`src/rtl/message_uart_pkg.sv`:
```
// Shared types for the message UART transmitter: the FSM state encoding and the
// clocks-per-bit calculation.
package message_uart_pkg;

    typedef enum logic [2:0] {
        IDLE,
        FETCH,
        LOAD,
        START,
        DATA,
        STOP
    } state_t;

    function automatic int calc_cpb(input int clock_rate, input int baud_rate);
        return clock_rate / baud_rate;
    endfunction

endpackage

```
`src/rtl/message_uart_tx_if.sv`:
```
// Block RAM read port: the transmitter presents raddr, the RAM returns rdata
// one cycle later.
interface message_uart_tx_if #(
    parameter int addr_bits = 11
);
    logic [addr_bits-1:0] raddr;
    logic [7:0]           rdata;

    modport master (output raddr, input  rdata);
    modport slave  (input  raddr, output rdata);
endinterface

```
`src/rtl/message_uart_tx_serializer.sv`:
```
// 8N1 frame serializer: accepts one byte on valid/ready and shifts it out as
// start bit, 8 data bits LSB first and a stop bit, each CPB cycles long.
module uart_tx_serializer
    import message_uart_pkg::*;
#(
    parameter int CPB = 4
) (
    input  logic       CLK,
    input  logic       reset,
    input  logic       i_valid,
    input  logic [7:0] i_data,
    output logic       o_ready,
    output logic       o_last,
    output logic       o_ser_tx
);

    localparam int            CW      = $clog2(CPB);
    localparam logic [CW-1:0] CNT_MAX = CW'(CPB - 1);

    state_t        r_state;
    logic [CW-1:0] r_cnt;
    logic [2:0]    r_bit;
    logic [7:0]    r_shift;
    logic          r_ser_tx;
    logic          w_bit_end;

    assign w_bit_end = (r_cnt == CNT_MAX);
    assign o_ready   = (r_state == IDLE);
    // NOTE: o_last is combinational so the owner can schedule its next fetch on
    // the same edge that ends the stop bit, keeping the inter-frame gap at 2 cycles.
    assign o_last    = (r_state == STOP) && w_bit_end;
    assign o_ser_tx  = r_ser_tx;

    // NOTE: reset is synchronous, so it lives inside the clocked block and every
    // state register is assigned with <= only.
    always_ff @(posedge CLK) begin
        if (reset) begin
            r_state  <= IDLE;
            r_cnt    <= '0;
            r_bit    <= '0;
            r_shift  <= '0;
            r_ser_tx <= 1'b1;
        end else begin
            case (r_state)
                IDLE: begin
                    r_ser_tx <= 1'b1;
                    if (i_valid) begin
                        r_shift  <= i_data;
                        r_cnt    <= '0;
                        r_bit    <= '0;
                        r_ser_tx <= 1'b0;
                        r_state  <= START;
                    end
                end
                START: begin
                    if (w_bit_end) begin
                        r_cnt    <= '0;
                        r_ser_tx <= r_shift[0];
                        r_shift  <= {1'b0, r_shift[7:1]};
                        r_state  <= DATA;
                    end else begin
                        r_cnt <= r_cnt + 1'b1;
                    end
                end
                DATA: begin
                    if (w_bit_end) begin
                        r_cnt <= '0;
                        if (r_bit == 3'd7) begin
                            r_ser_tx <= 1'b1;
                            r_state  <= STOP;
                        end else begin
                            r_ser_tx <= r_shift[0];
                            r_shift  <= {1'b0, r_shift[7:1]};
                            r_bit    <= r_bit + 1'b1;
                        end
                    end else begin
                        r_cnt <= r_cnt + 1'b1;
                    end
                end
                STOP: begin
                    if (w_bit_end) begin
                        r_cnt   <= '0;
                        r_state <= IDLE;
                    end else begin
                        r_cnt <= r_cnt + 1'b1;
                    end
                end
                default: begin
                    r_ser_tx <= 1'b1;
                    r_state  <= IDLE;
                end
            endcase
        end
    end

endmodule

```
`src/rtl/message_uart_tx.sv`:
```
// Streams a zero-terminated message from block RAM out of ser_tx as 8N1 frames.
// Optional host flow control on ser_rts_n is enabled with MESSAGE_UART_TX_CTS_EN.
module message_uart_tx
    import message_uart_pkg::*;
#(
    parameter int clock_rate = 24000000,
    parameter int baud_rate  = 1200,
    parameter int depth      = 1152,
    parameter int addr_bits  = $clog2(depth)
) (
    input  logic                     CLK,
    input  logic                     reset,
    input  logic                     start,
    message_uart_tx_if.master        ram,
    output logic                     ser_tx,
    input  logic                     ser_rts_n,
    output logic                     busy,
    output logic                     done
);

    localparam int                   CPB       = calc_cpb(clock_rate, baud_rate);
    localparam logic [addr_bits-1:0] LAST_ADDR = addr_bits'(depth - 1);

    generate
        if (CPB < 2) begin : g_cpb_check
            $error("message_uart_tx: clock_rate / baud_rate must be at least 2");
        end
    endgenerate

    state_t               r_state;
    logic [addr_bits-1:0] r_raddr;
    logic                 r_busy;
    logic                 r_done;
    logic                 w_ready;
    logic                 w_last;
    logic                 w_cts_ok;
    logic                 w_valid;

`ifdef MESSAGE_UART_TX_CTS_EN
    assign w_cts_ok = ~ser_rts_n;
`else
    logic w_unused_rts;
    assign w_unused_rts = ser_rts_n;
    assign w_cts_ok     = 1'b1;
`endif

    assign w_valid   = (r_state == LOAD) && (ram.rdata != 8'h00) && w_cts_ok && w_ready;
    assign ram.raddr = r_raddr;
    assign busy      = r_busy;
    assign done      = r_done;

    // START here stands for the whole frame, which the serializer owns until o_last.
    always_ff @(posedge CLK) begin
        if (reset) begin
            r_state <= IDLE;
            r_raddr <= '0;
            r_busy  <= 1'b0;
            r_done  <= 1'b0;
        end else begin
            r_done <= 1'b0;
            case (r_state)
                IDLE: begin
                    if (start) begin
                        r_busy  <= 1'b1;
                        r_state <= FETCH;
                    end
                end
                FETCH: r_state <= LOAD;
                LOAD: begin
                    if (ram.rdata == 8'h00) begin
                        r_done  <= 1'b1;
                        r_busy  <= 1'b0;
                        r_raddr <= '0;
                        r_state <= IDLE;
                    end else if (w_valid) begin
                        r_state <= START;
                    end
                end
                START: begin
                    if (w_last) begin
                        if (r_raddr == LAST_ADDR) begin
                            r_done  <= 1'b1;
                            r_busy  <= 1'b0;
                            r_raddr <= '0;
                            r_state <= IDLE;
                        end else begin
                            r_raddr <= r_raddr + 1'b1;
                            r_state <= FETCH;
                        end
                    end
                end
                default: r_state <= IDLE;
            endcase
        end
    end

    uart_tx_serializer #(
        .CPB (CPB)
    ) u_serializer (
        .CLK      (CLK),
        .reset    (reset),
        .i_valid  (w_valid),
        .i_data   (ram.rdata),
        .o_ready  (w_ready),
        .o_last   (w_last),
        .o_ser_tx (ser_tx)
    );

endmodule

```
`src/flat_wrapper.sv`:
```
// flat-port wrapper written by rule: the top's interface ports become plain ports
module message_uart_tx_flat import message_uart_pkg::*;
#(
    parameter int clock_rate = 24000000,
    parameter int baud_rate  = 1200,
    parameter int depth      = 1152,
    parameter int addr_bits  = $clog2(depth)
)
  (CLK, reset, start, ser_tx, ser_rts_n, busy, done, ram_raddr, ram_rdata);
  message_uart_tx_if #(.addr_bits(addr_bits)) ram_i ();
  input  logic CLK;
  input  logic reset;
  input  logic start;
  output logic ser_tx;
  input  logic ser_rts_n;
  output logic busy;
  output logic done;
  output wire logic [$bits(ram_i.raddr)-1:0] ram_raddr;
  input wire logic [$bits(ram_i.rdata)-1:0] ram_rdata;
  assign ram_raddr = ram_i.raddr;
  assign ram_i.rdata = ram_rdata;
  message_uart_tx #(.clock_rate(clock_rate), .baud_rate(baud_rate), .depth(depth), .addr_bits(addr_bits)) u_core (.CLK(CLK), .reset(reset), .start(start), .ram(ram_i), .ser_tx(ser_tx), .ser_rts_n(ser_rts_n), .busy(busy), .done(done));
endmodule
```
`config.mk`:
```
export PLATFORM = sky130hd
export DESIGN_NAME = message_uart_tx_flat
export DESIGN_NICKNAME = d
export VERILOG_FILES = /design/src/rtl/message_uart_pkg.sv /design/src/rtl/message_uart_tx_if.sv /design/src/rtl/message_uart_tx_serializer.sv /design/src/rtl/message_uart_tx.sv /design/src/flat_wrapper.sv
export SDC_FILE = /design/constraint.sdc
export NUM_CORES = 1
export LEC_CHECK = 0
export ABC_AREA = 1
export ABC_CLOCK_PERIOD_IN_PS = 1800
export BUFFER_PORTS_ARGS = -buffer_cell sky130_fd_sc_hd__buf_2
export CAP_MARGIN = 20
export CORE_AREA = 5 5 75 77
export CTS_CLUSTER_DIAMETER = 80
export DETAILED_ROUTE_END_ITERATION = 7
export DIE_AREA = 0 0 80 82
export PLACE_DENSITY = 0.83
export SLEW_MARGIN = 10
export SYNTH_ARGS = -nofsm -noshare
export SYNTH_HDL_FRONTEND = slang
export SYNTH_SLANG_ARGS = --single-unit
```
`constraint.sdc`:
```
create_clock -name CLK -period 1.8 [get_ports CLK]
set_input_delay 0.27 -clock CLK [delete_from_list [all_inputs] [get_ports CLK]]
set_output_delay 0.27 -clock CLK [all_outputs]
set_load 0.1 [all_outputs]
```
# Word level (Yosys, flattened, before mapping)
# Index checks and enable logic that the tools add are counted.
# word_totals
reg_bits	46
input_bits	12
out_inout_bits	14
wordCells	95
# classes
reduce_logical	21
n_bitwise	1
n_mux	41
addsub	3
eq_ne	20
# ops
cell	count
$mux W11	3
$mux W3	11
$mux W8	4
$mux W15	2
$pmux W15 S2	1
$pmux W3 S4	2
$pmux W8 S3	1
$pmux W11 S2	1
$ne A2 B2 Y1 const B	9
$add A15 B1 Y15 const B	1
$eq A15 B15 Y1 const B	1
$reduce_and A5 Y1	3
$mux W1	12
$add A11 B1 Y11 const B	1
$eq A11 B11 Y1 const B	1
$eq A3 B2 Y1 const B	3
$eq A3 B3 Y1 const B	3
$reduce_and A3 Y1	3
$logic_not A8 Y1	1
$reduce_bool A8 Y1	1
$logic_not A3 Y1	2
$pmux W3 S2	1
$reduce_bool A2 Y1	3
$reduce_bool A3 Y1	2
other kinds (12)	14

# Depth between registers and ports, before layout
# Gate-level depths: netlist of the first run.
# logic_depth
word_depth	6
ltp_mapped	11
ltp_nobuf	10

# Cells and area by module
# A second synthesis of the first run with hierarchy kept.
# hier_totals
hier_cells	421
hier_area_um2	2655.0
# modules_own_cells
module	instances	cells_per_inst	area_each_um2
uart_tx_serializer	1	290	1788.0
message_uart_tx	1	131	867.1

# Worst setup path after synthesis of the first run
# No wires, ideal clock.
# synth_timing
path_type	reg-to-reg
start	register u_core.r_raddr[0], in the netlist u_core.ram.raddr[0]
end	register u_core.r_raddr[10], in the netlist u_core.ram.raddr[10]
path_slack_ns	-0.497
arrival_ns	2.176
synth_period_minus_slack_ns	2.297
path_stages_with_launch	9
t_required_ns	1.679
path_buffers	0
path_cell_list	dfxtp_1 -> ha_1 -> nand3_1 -> nor2_1 -> nand2_1 -> nor3_1 -> nand2_1 -> nand2_1 -> a21oi_1
# synth_between
elab_chain_cells	4
word_cells_on_any_way	5
classes_between	1 x add/sub; 1 x eq/ne; 3 x mux
# synth_rtl
element	line_no	text
start: declaration	message_uart_tx.sv:31	logic [addr_bits-1:0] r_raddr;
start signal: assignment	message_uart_tx.sv:87	r_raddr <= r_raddr + 1'b1;
$add A11 B1 Y11 or $eq A11 B11 Y1 (tied branches)	message_uart_tx.sv:87, message_uart_tx.sv:81	
$mux W11 (*)	message_uart_tx.sv:81	if (r_raddr == LAST_ADDR) begin
$mux W11 (*)	message_uart_tx.sv:80	if (w_last) begin
$pmux W11 S2 (*)	message_uart_tx.sv:61	case (r_state)
# Mark *: on every way between the ends. The rest lies on a longest branch, timed or not. The select of a mux whose other input is x is not followed.
# A chain may end at the register's enable or synchronous reset.

# Worst setup path in the final report of the first run
# layout_timing
start	register u_core.u_serializer.r_cnt[1]
end	register u_core.u_serializer.r_shift[6]
# layout_between
elab_chain_cells	3
word_cells_on_any_way	4
classes_between	3 x eq/ne; 1 x reduce/logical
# layout_rtl
element	line_no	text
start: declaration	message_uart_tx_serializer.sv:21	logic [CW-1:0] r_cnt;
start signal: assignment	message_uart_tx_serializer.sv:62	r_cnt <= r_cnt + 1'b1;
start signal: assignment	message_uart_tx_serializer.sv:77	r_cnt <= r_cnt + 1'b1;
start signal: assignment	message_uart_tx_serializer.sv:85	r_cnt <= r_cnt + 1'b1;
$eq A15 B15 Y1 (*)	message_uart_tx_serializer.sv:27	assign w_bit_end = (r_cnt == CNT_MAX);
$ne A2 B2 Y1 (no line)	-	
$reduce_and A5 Y1 (no line) (*)	-	
end signal: assignment	message_uart_tx_serializer.sv:48	r_shift <= i_data;
end signal: assignment	message_uart_tx_serializer.sv:59	r_shift <= {1'b0, r_shift[7:1]};
end signal: assignment	message_uart_tx_serializer.sv:73	r_shift <= {1'b0, r_shift[7:1]};
end: declaration	message_uart_tx_serializer.sv:23	logic [7:0] r_shift;
# Mark *: on every way between the ends. The rest lies on a longest branch, timed or not.

==> reports/results.tsv, run 1 <==
metric	value	unit
class_of_the_most_critical_setup_path	reg -> reg	
clk_pin_slew	0.08	ns
largest_net_degree_at_the_start_of_global_routing	31	
vias_per_cell	5.44	
worst_hold_path_type	in -> reg	
final_core_utilization	63.0	%
worst_skew_pair.late_latency	0.30	ns
boundaryPins	26	
clockBufferDepth	2	
inserted_clock_buffers	5	
yosysSeqAreaShare	32.1	%
pwr_density_cell	1250	mW/mm2
timing.final.hold_violations	0	
fin_total_pwr	3900	uW
route.detailed.drc	0	
data_arrival_time_of_the_worst_path	1.85	ns
first_global_vias	2570	
dp.final_hpwl	4590	um
die-height	82	um
dominant_cell_by_count_in_the_synthesized_netlist	nand2_1	
r2r-end	u_core.u_serializer.r_shift[6]	
grt_pass1_wl	10900	um
maxCapViolations	0	
num-nets-final	476	
via_count	2887	
die_width	80	um
post_synth_main_area_contributors	dfxtp_1 32%, nand2_1 14%, nand3_1 10%, a21oi_1 6.4%, inv_1 6.3%	
grt-ovfl-total	0	
fillerInstances	468	
timing.hold.worst_path_depth	3	
worst-endpoint-required	2.04	ns
worstPathBufferInverterCount	0	
setup-violations-final	0	
drive_above_1_share	17.6	%
fp-row-count	26	
flow.area_growth_from_synthesis	11.1	%
finalSetupTns	0	ns
dr.first_iter.drc_count	207	
worst-r2r-setup-slack	0.19	ns
synth_edf_count	0	
post_cts.repair.setup_buffers	0	
synth_area	0.00280	mm2
synth_area_per_cell	6.46	um2
lkg_pwr	0.00130	uW
root_buffer	clkbuf_8	
antenna_cells_inserted	0	
holdWs	0.264	ns
worst-slew-pin-transition	0.496	ns
drtPass1Iterations	5	
cts_tree	done	
ys.warnings.count	0	
final_period_util	89.6	%
design.core.area	0.00494	mm2
synth_nets	450	
timing.critical_path.cells	ha_2 > nand3_2 > nor2_4 > nand2_2 > nand2_4 > nand3_4 > nand2_1 > nand2_1 > nor2_1	
crit_fanout	11	
synth.largest_area_cell	dfxtp_1	
clock-sinks	45	
run_status	completed	
r2r.worst_path.cells	9	
period_minus_slack	1.61	ns
grt_setup_unrepaired	false	
syn_inst	434	
ir_drop	0.000839	V
yosys-top-cells-count	107 x nand2_1, 57 x nand3_1, 47 x inv_1	
slew_headroom	67.1	%
hold_path_startpoint	ram_rdata[7]	
port_buffers	24	
crit_path_max_incr_delay	0.36	ns
drt-total-wl	6290	um
grt.total_usage	20.7	%
initial_core_utilization	56.7	%
synth-main-ff-cell	dfxtp_1	
cp_common_cell	nand2_1	
route.antenna.remaining_nets	0	
cp_slowest_cell	dfxtp_1	
finish.cell_count_without_fillers	531	
cp-start-kind	flop	
fraction_of_synthesized_cell_area_taken_by_the_top_area_cell_type	32.1	%
postSynthRegisterBits	45	
critical_path.endpoint_type	flop	
die_area	0.00656	mm2
grt_antenna_before_repair	0	
clock-skew-final	0.00411	ns
post_synthesis_async_set_or_reset_flop_share	0	%
crit_family	simple AND/OR/NAND/NOR gates	
dp.cells	523	
worstHoldEndpoint	u_core.u_serializer.r_shift[7]	
globalplace.congestion	0.866	
worstReg2RegStart	u_core.u_serializer.r_cnt[1]	
post_synth_num_cell_types	31	
clock_tree.htree_level_count	2	
fmax	620	MHz
detail_route.wl_per_cell	11.8	um
maxSlewViolCount	0	
[worst min-delay path, stage by stage]
cell and delay [ns]:
buf_2 0.11, nand4_1 0.08, a21oi_1 0.06
[metal layers]
metal	global-route usage, %	share of wire, %	vias to the layer above
met4	8.11	1.4	0
met3	3.84	7.1	9
met1	25.2	43	1294
li1	-	-	1482
met5	0	0	-
met2	36.1	48	102
[layout make-up]
type	instances	area [um2]	share of cell area, %
clock buffers	7	86.3	2.77
well taps	70	87.6	2.81
flip-flops and latches	45	916	29.4
inverters	52	198	6.35
clock inverters	1	30.0	0.964
repair buffers	29	158	5.06
multi-input cells	327	1640	52.7
[per-stage QoR]
stage                     worst slack (ns)  instance area (um2)
after floorplan                     0.0211                 2820
after detailed placement             0.171                 2980
after global placement               0.238                 2980
after CTS                            0.157                 3100
final                                0.187                 3120
after global routing                0.0300                 3120
[state kept, by name, summed over array words and instances, names as in the netlist]
| signal | flops |
|---|---|
| u_core.u_serializer.r_shift | 8 |
| u_core.r_state | 2 |
| u_core.u_serializer.o_ser_tx | 1 |
| u_core.busy | 1 |
| u_core.done | 1 |
| u_core.u_serializer.r_bit | 3 |
| u_core.u_serializer.r_state | 3 |
| u_core.ram.raddr | 11 |
| u_core.u_serializer.r_cnt | 15 |
[cell families after synthesis]
group,Yosys count,share of synthesized area [%]
adders and majority gates,4,1.78
AOI/OAI and AO/OA,52,9.82
xor gates and xnor gates,3,0.937
and+or+nand+nor,268,45.3
DFF,45,32.1
buffers and inverters,62,10.0
[how the worst max path moves through the flow]
| stage | endpoint | from | depth (start not counted) | slack (ns) |
|---|---|---|---|---|
| 5_1_grt | u_core.busy | u_core.ram.raddr[0] | 8 | 0.03 |
| 3_3_place_gp | u_core.ram.raddr[5] | u_core.u_serializer.r_cnt[1] | 8 | 0.24 |
| 4_1_cts | u_core.ram.raddr[3] | u_core.u_serializer.r_cnt[1] | 7 | 0.16 |
| 2_1_floorplan | u_core.ram.raddr[7] | u_core.ram.raddr[8] | 8 | 0.02 |
| 6_report | u_core.u_serializer.r_shift[6] | u_core.u_serializer.r_cnt[1] | 9 | 0.19 |
| 3_5_place_dp | u_core.ram.raddr[3] | u_core.u_serializer.r_cnt[1] | 7 | 0.17 |
[where the power goes]
part	switching (uW)	leakage, uW	internal [uW]	total, uW
Clock	344	0.0000585	453	797
Sequential	127	0.000371	1180	1310
Combinational	1250	0.000868	541	1790
[what timing repair did]
item | 4_1_cts | 5_1_grt
gates resized for setup | 0 | 4
hold buffers | 0 | 0
setup endpoints to repair | 0 | 3
[layout by cell type, fill, tap and decap left out, drive strengths merged]
cell type	Yosys	layout
a21oi	38	38
a31oi	1	1
buf	7	29
bufinv	0	1
clkbuf	3	7
dfxtp	45	45
ha	4	4
inv	52	52
nand2	117	117
nand3	60	60
nand3b	1	1
nand4	22	22
nor2	54	54
nor3	10	10
o211ai	1	1
o21ai	12	12
or2	4	4
xnor2	2	2
xor2	1	1
No activity file was read; power rests on OpenSTA's default activity.
==> run 2, diff against run 1 <==
Settings changed: ABC_CLOCK_PERIOD_IN_PS 1800 to 1350, CORE_AREA 5 5 75 77 to 5 5 79 81, DIE_AREA 0 0 80 82 to 0 0 84 86, PLACE_DENSITY 0.83 to 0.79, REMOVE_ABC_BUFFERS from default to 1.
Clock period 1.8 ns to 1.35 ns, I/O delays scaled along.
==> run 2 against run 1 <==
- the flow now finishes with violations (setup timing)
- power increased by 85%
- clock skew rose by 0.015 ns
- combinational power rose by 140%
- largest power group unchanged
- sequential share of layout area is 8.1 points lower
- final cell count is 15% higher
- clock power is 32% higher
- via count up 29%
- non-clock buffer count rose by 77
- clock-buffer cell count down 2
- worst setup slack got worse by 0.46 ns
==> reports/results.tsv, run 2 (synthesis gave the netlist of run 1 again) <==
metric	value	unit	change
flow.area_growth_from_synthesis	55.9	%	
fp-row-count	27		+3.8%
largest_register_ffs	15		unchanged
fin_total_pwr	7190	uW	+85%
worst-slew-pin-transition	0.526	ns	+0.0292 ns
fmax	618	MHz	-0.37%
dr.first_iter.drc_count	562		+170%
detail_route.wl_per_cell	18.5	um	+56%
maxCapViolations	0		unchanged
clock-sinks	45		unchanged
failing_checks	setup timing		
largest_net_degree_at_the_start_of_global_routing	23		-26%
slew_headroom	64.9	%	-2.2 points
cts_tree	done		
registers.top_by_ff_count	u_core.u_serializer.r_cnt		
run_status	finished, violations left		
via_count	3726		+29%
vias_per_cell	6.11		+12%
dp.cells	580		+11%
sequential_cell_area	932	um2	+1.8%
die-height	86	um	+4.9%
critical_path.endpoint_type	flop		
class_of_the_most_critical_setup_path	reg -> reg		
die_width	84	um	+5.0%
grt_pass1_wl	14400	um	+32%
drt-total-wl	11300	um	+79%
design.core.area	0.00541	mm2	+9.3%
route.detailed.drc	0		unchanged
layout_commonest_cell	nand2_1		
dp.final_hpwl	5400	um	+18%
clock-skew-final	0.0187	ns	+0.0146 ns
grt_antenna_before_repair	0		unchanged
clockBufferDepth	2		unchanged
holdWs	0.243	ns	-0.0210 ns
route.antenna.remaining_nets	0		unchanged
ir_drop	0.00155	V	+84%
inserted_clock_buffers	5		unchanged
num-nets-final	554		+16%
lkg_pwr	0.00184	uW	+42%
commonest_non_fill_non_tap_cells_in_the_layout	90 x nand2_1, 69 x buf_4, 43 x nand3_1		
period_minus_slack	1.62	ns	+0.00597 ns
drtPass1Iterations	7		+2
crit_fanout	5		-6
clk_pin_slew	0.10	ns	+0.02 ns
setup-violations-final	45		+45
worst-endpoint-required	1.55	ns	-0.49 ns
grt-ovfl-total	0		unchanged
root_buffer	clkbuf_8		
maxSlewViolCount	0		unchanged
cp-start-kind	flop		
dpl-instance-area	0.00355	mm2	+19%
multi_input_area	0.00207	mm2	+26%
pwr_density_cell	1650	mW/mm2	+32%
worst_skew_pair.late_latency	0.32	ns	+0.02 ns
setup_slack	-0.269	ns	-0.456 ns
final_period_util	120	%	+30 points
globalplace.congestion	0.889		+2.6%
fillerInstances	296		-37%
cts-hold-fix-buffers	0		unchanged
final_core_utilization	80.9	%	+18 points
antenna_cells_inserted	0		unchanged
finish.cell_count_without_fillers	610		+15%
grt.total_usage	23.8	%	+3.1 points
port_buffers	24		unchanged
stdcell_area	0.00437	mm2	+40%
timing.final.hold_violations	0		unchanged
die_area	0.00722	mm2	+10%
drive_above_1_share	46.1	%	+29 points
first_global_vias	3289		+28%
clock_tree.htree_level_count	2		unchanged
worst_hold_path_type	in -> reg		
initial_core_utilization	51.9	%	-4.8 points
data_arrival_time_of_the_worst_path	1.82	ns	-0.03 ns
boundaryPins	26		unchanged
grt_setup_unrepaired	true		
## run 2: path summary, 6_finish.rpt
check,from,slack [ns],cells past startpoint,endpoint
worst max-delay path,u_core.u_serializer.r_cnt[1],-0.27,9,u_core.ram.raddr[1]
worst min-delay path,ram_rdata[6],0.24,5,u_core.u_serializer.r_shift[6]
worst max register to register,u_core.u_serializer.r_cnt[1],-0.27,9,u_core.ram.raddr[1]
worst min register to register,u_core.u_serializer.r_shift[7],0.47,2,u_core.u_serializer.r_shift[7]
## run 2: repair_timing
item | 4_1_cts | 5_1_grt
endpoints found under the setup margin | 45 | 46
cloned | 1 | 2
pin swaps | 25 | 39
setup buffers | 8 | 15
resized for setup | 56 | 94
## run 2: stage by stage
step | setup WS, ns | TNS [ns]
floorplan | -0.947 | -11.82
global placement | -0.196 | -2.95
detailed placement | -0.245 | -4.58
CTS | -0.0679 | -0.759
global route | -0.363 | -9.22
finish | -0.269 | -5.39
## run 2: metal layers
metal	wire length [um]	part of all wire, %	up-vias	track usage, %
met5	0	0	-	0
met3	1100	9.7	91	4.51
li1	-	-	1635	-
met4	738	6.5	0	12.6
met1	4040	36	1692	27.5
met2	5400	48	308	41.7
## run 2: power breakdown
part	switching [uW]	internal (uW)	leakage [uW]	total (uW)
registers	227	1610	0.000376	1840
clock network	515	540	0.0000540	1050
logic	2620	1680	0.00141	4300
## run 2: worst max-delay path: stages, from the launching register on
cell,delay [ns]
dfxtp_2,0.36
ha_4,0.16
nand3_4,0.12
nor2_4,0.22
buf_4,0.15
nand4_1,0.11
nand2_2,0.14
nand2_1,0.05
o21ai_0,0.10
nor2_1,0.09
## run 2: area by class of cell
class | instances | area share, %
clock inverter | 2 | 0.801
sequential | 45 | 21.3
multi-input combinational | 328 | 47.4
tap | 72 | 2.06
inverter | 52 | 4.67
timing repair buffer | 106 | 22.2
clock buffer | 5 | 1.57
==> run 3, diff against run 2 <==
Settings changed: ABC_CLOCK_PERIOD_IN_PS 1350 to default, CTS_CLUSTER_DIAMETER 80 to 100, SETUP_SLACK_MARGIN from default to 0.5.
==> run 3 against run 2 <==
- the run still ends with setup timing left
- final area increased by 8.7%
- fmax decreased by 4.0%
- sequential share of layout area decreased by 1.2 points
- worst setup slack got worse by 0.068 ns
- critical path type unchanged
==> reports/results.tsv, run 3 (synthesis gave the netlist of run 1 again) <==
metric	value	unit	change
final_core_utilization	87.9	%	+7.1 points
root_buffer	clkbuf_8		
num-nets-final	567		+2.3%
holdWs	0.231	ns	-0.0117 ns
maxCapViolations	0		unchanged
cp_slowest_cell	dfxtp_2		
data_arrival_time_of_the_worst_path	1.88	ns	+0.06 ns
slew_headroom	64.3	%	-0.60 points
vias_per_cell	6.81		+11%
first_global_vias	3679		+12%
clock_tree.htree_level_count	2		unchanged
fp-row-count	27		unchanged
timing.critical_path.cells	ha_4 > nand3_4 > nor2_4 > nand2_2 > nand2_2 > nand2_2 > nor2_1 > a31oi_1		
pwr_density_cell	1700	mW/mm2	+3.1%
largest_register_ffs	15		unchanged
worst-r2r-setup-slack	-0.34	ns	-0.07 ns
crit_fanout	4		-1
critical_path.endpoint_type	flop		
registers.top_by_ff_count	u_core.u_serializer.r_cnt		
run_status	finished, violations left		
setup_slack	-0.336	ns	-0.0677 ns
largest_net_degree_at_the_start_of_global_routing	23		unchanged
r2r.worst_path.cells	8		-1
worst-path-stages	8		-1
inserted_clock_buffers	5		unchanged
final_period_util	125	%	+5.0 points
commonest_non_fill_non_tap_cells_in_the_layout	79 x nand2_1, 69 x buf_4, 40 x nand3_1		
seq_power_share	24.0	%	-1.5 points
netSwitchingFraction	48.3	%	+1.5 points
pwr-share-comb	62.6	%	+2.8 points
grt_antenna_before_repair	0		unchanged
r2r-end	u_core.r_state[0]		
detail_route.wl_per_cell	23.7	um	+28%
die-height	86	um	unchanged
cp-start-kind	flop		
finish.cell_count_without_fillers	623		+2.1%
antenna_cells_inserted	0		unchanged
failing_checks	setup timing		
drt-total-wl	14800	um	+31%
cp_common_cell	nand2_2		
grt.total_usage	31.6	%	+7.8 points
clock-sinks	45		unchanged
worstReg2RegStart	u_core.ram.raddr[1]		
initial_core_utilization	51.9	%	unchanged
die_area	0.00722	mm2	unchanged
layout_commonest_cell	nand2_1		
class_of_the_most_critical_setup_path	reg -> reg		
clk_pin_slew	0.11	ns	about the same
setup.worst_path.end	u_core.r_state[0]		
grt_pass1_wl	18300	um	+27%
grt-ovfl-total	0		unchanged
port_buffers	24		unchanged
grt_setup_unrepaired	true		
dp.final_hpwl	5400	um	unchanged
period_minus_slack	1.69	ns	+0.0677 ns
power_report.internal_total	4170	uW	+8.9%
worst_skew_pair.late_latency	0.33	ns	about the same
fillerInstances	206		-30%
drive_above_1_share	51.7	%	+5.6 points
dr.first_iter.drc_count	830		+48%
fmax	593	MHz	-4.0%
cts_tree	done		
drtPass1Iterations	7		unchanged
setup-violations-final	45		unchanged
crit_path_max_incr_delay	0.39	ns	+0.03 ns
via_count	4242		+14%
dp.cells	580		unchanged
worst_hold_path_type	in -> reg		
flow.area_growth_from_synthesis	69.5	%	
p_switching	3890	uW	+16%
crit_family	simple AND/OR/NAND/NOR gates		
lkg_pwr	0.00197	uW	+7.1%
clockBufferDepth	2		unchanged
die_width	84	um	unchanged
worstPathBufferInverterCount	0		-1
worst_setup_path_startpoint	u_core.ram.raddr[1]		
globalplace.congestion	0.889		unchanged
clockPowerShare	13.4	%	-1.3 points
ir_drop	0.00151	V	-2.0%
timing.final.hold_violations	0		unchanged
clock-skew-final	0.0239	ns	+0.00514 ns
route.detailed.drc	0		unchanged
worst-slew-pin-transition	0.535	ns	+0.00899 ns
boundaryPins	26		unchanged
worst-endpoint-required	1.54	ns	about the same
design.core.area	0.00541	mm2	unchanged
maxSlewViolCount	0		unchanged
route.antenna.remaining_nets	0		unchanged
==> run 3: cell types whose count changed in the layout (fill, tap and decap cells not counted), sizes merged <==
| cell | previous run | this run |
|---|---|---|
| buf | 104 | 118 |
| clkinv | 1 | 2 |
| inv | 51 | 50 |
| clkbuf | 7 | 6 |
==> run 3: stage by stage <==
step	TNS [ns]	power (uW)	area, um2	setup slack (ns)
3_5_place_dp	-4.58	4730	3550	-0.245
6_report	-8.13	8070	4750	-0.336
5_1_grt	-9.66	8300	4750	-0.318
4_1_cts	-0.757	6870	4370	-0.0629
2_1_floorplan	-11.82	3640	2720	-0.947
3_3_place_gp	-2.95	4610	3550	-0.196
==> run 3: area by class of cell <==
class                      count  area, um2  share of cell area (%)
timing repair buffer         119       1220                    25.7
clock inverter                 2       35.0                   0.737
tap                           72       90.1                    1.90
inverter                      52        209                    4.40
multi-input combinational    328       2170                    45.7
clock buffer                   5       68.8                    1.45
sequential                    45        955                    20.1
==> run 3: worst register-to-register path: stages (launching register included) <==
cell,delay (ns)
dfxtp_2,0.39
ha_4,0.17
nand3_4,0.09
nor2_4,0.17
nand2_2,0.09
nand2_2,0.13
nand2_2,0.10
nor2_1,0.21
a31oi_1,0.19
==> run 3: worst min-delay path by stage <==
stage | end | from | cells past startpoint | slack, ns
after detailed placement | u_core.busy | u_core.busy | 2 | 0.45
after global routing | u_core.u_serializer.r_shift[4] | reset | 2 | 0.22
final | u_core.u_serializer.r_shift[1] | reset | 2 | 0.23
after global placement | u_core.busy | u_core.busy | 2 | 0.44
after floorplan | u_core.u_serializer.r_shift[4] | reset | 1 | 0.26
after CTS | u_core.u_serializer.r_shift[4] | reset | 2 | 0.20
==> run 3: what timing repair did <==
action / in CTS / in global routing
setup buffers: 19 / 13
endpoints found under the setup margin: 59 / 59
gates resized for setup: 146 / 68
gates cloned: 3 / 1
pin swaps: 31 / 27
hold buffers: 0 / 0
==> run 3: layer usage <==
layer	part of all wire, %	GRT usage [%]
met1	32	36.4
met2	45	55.3
met4	10	16.8
met5	0	0
met3	13	6.34
==> run 3: power groups by stage <==
stage | Sequential [uW] | Combinational [uW] | Clock [uW]
2_1_floorplan | 1930 | 1710 | 0
3_3_place_gp | 1760 | 2860 | 0
3_5_place_dp | 1770 | 2970 | 0
4_1_cts | 1840 | 3990 | 1040
5_1_grt | 1930 | 5240 | 1120
6_report | 1930 | 5050 | 1080
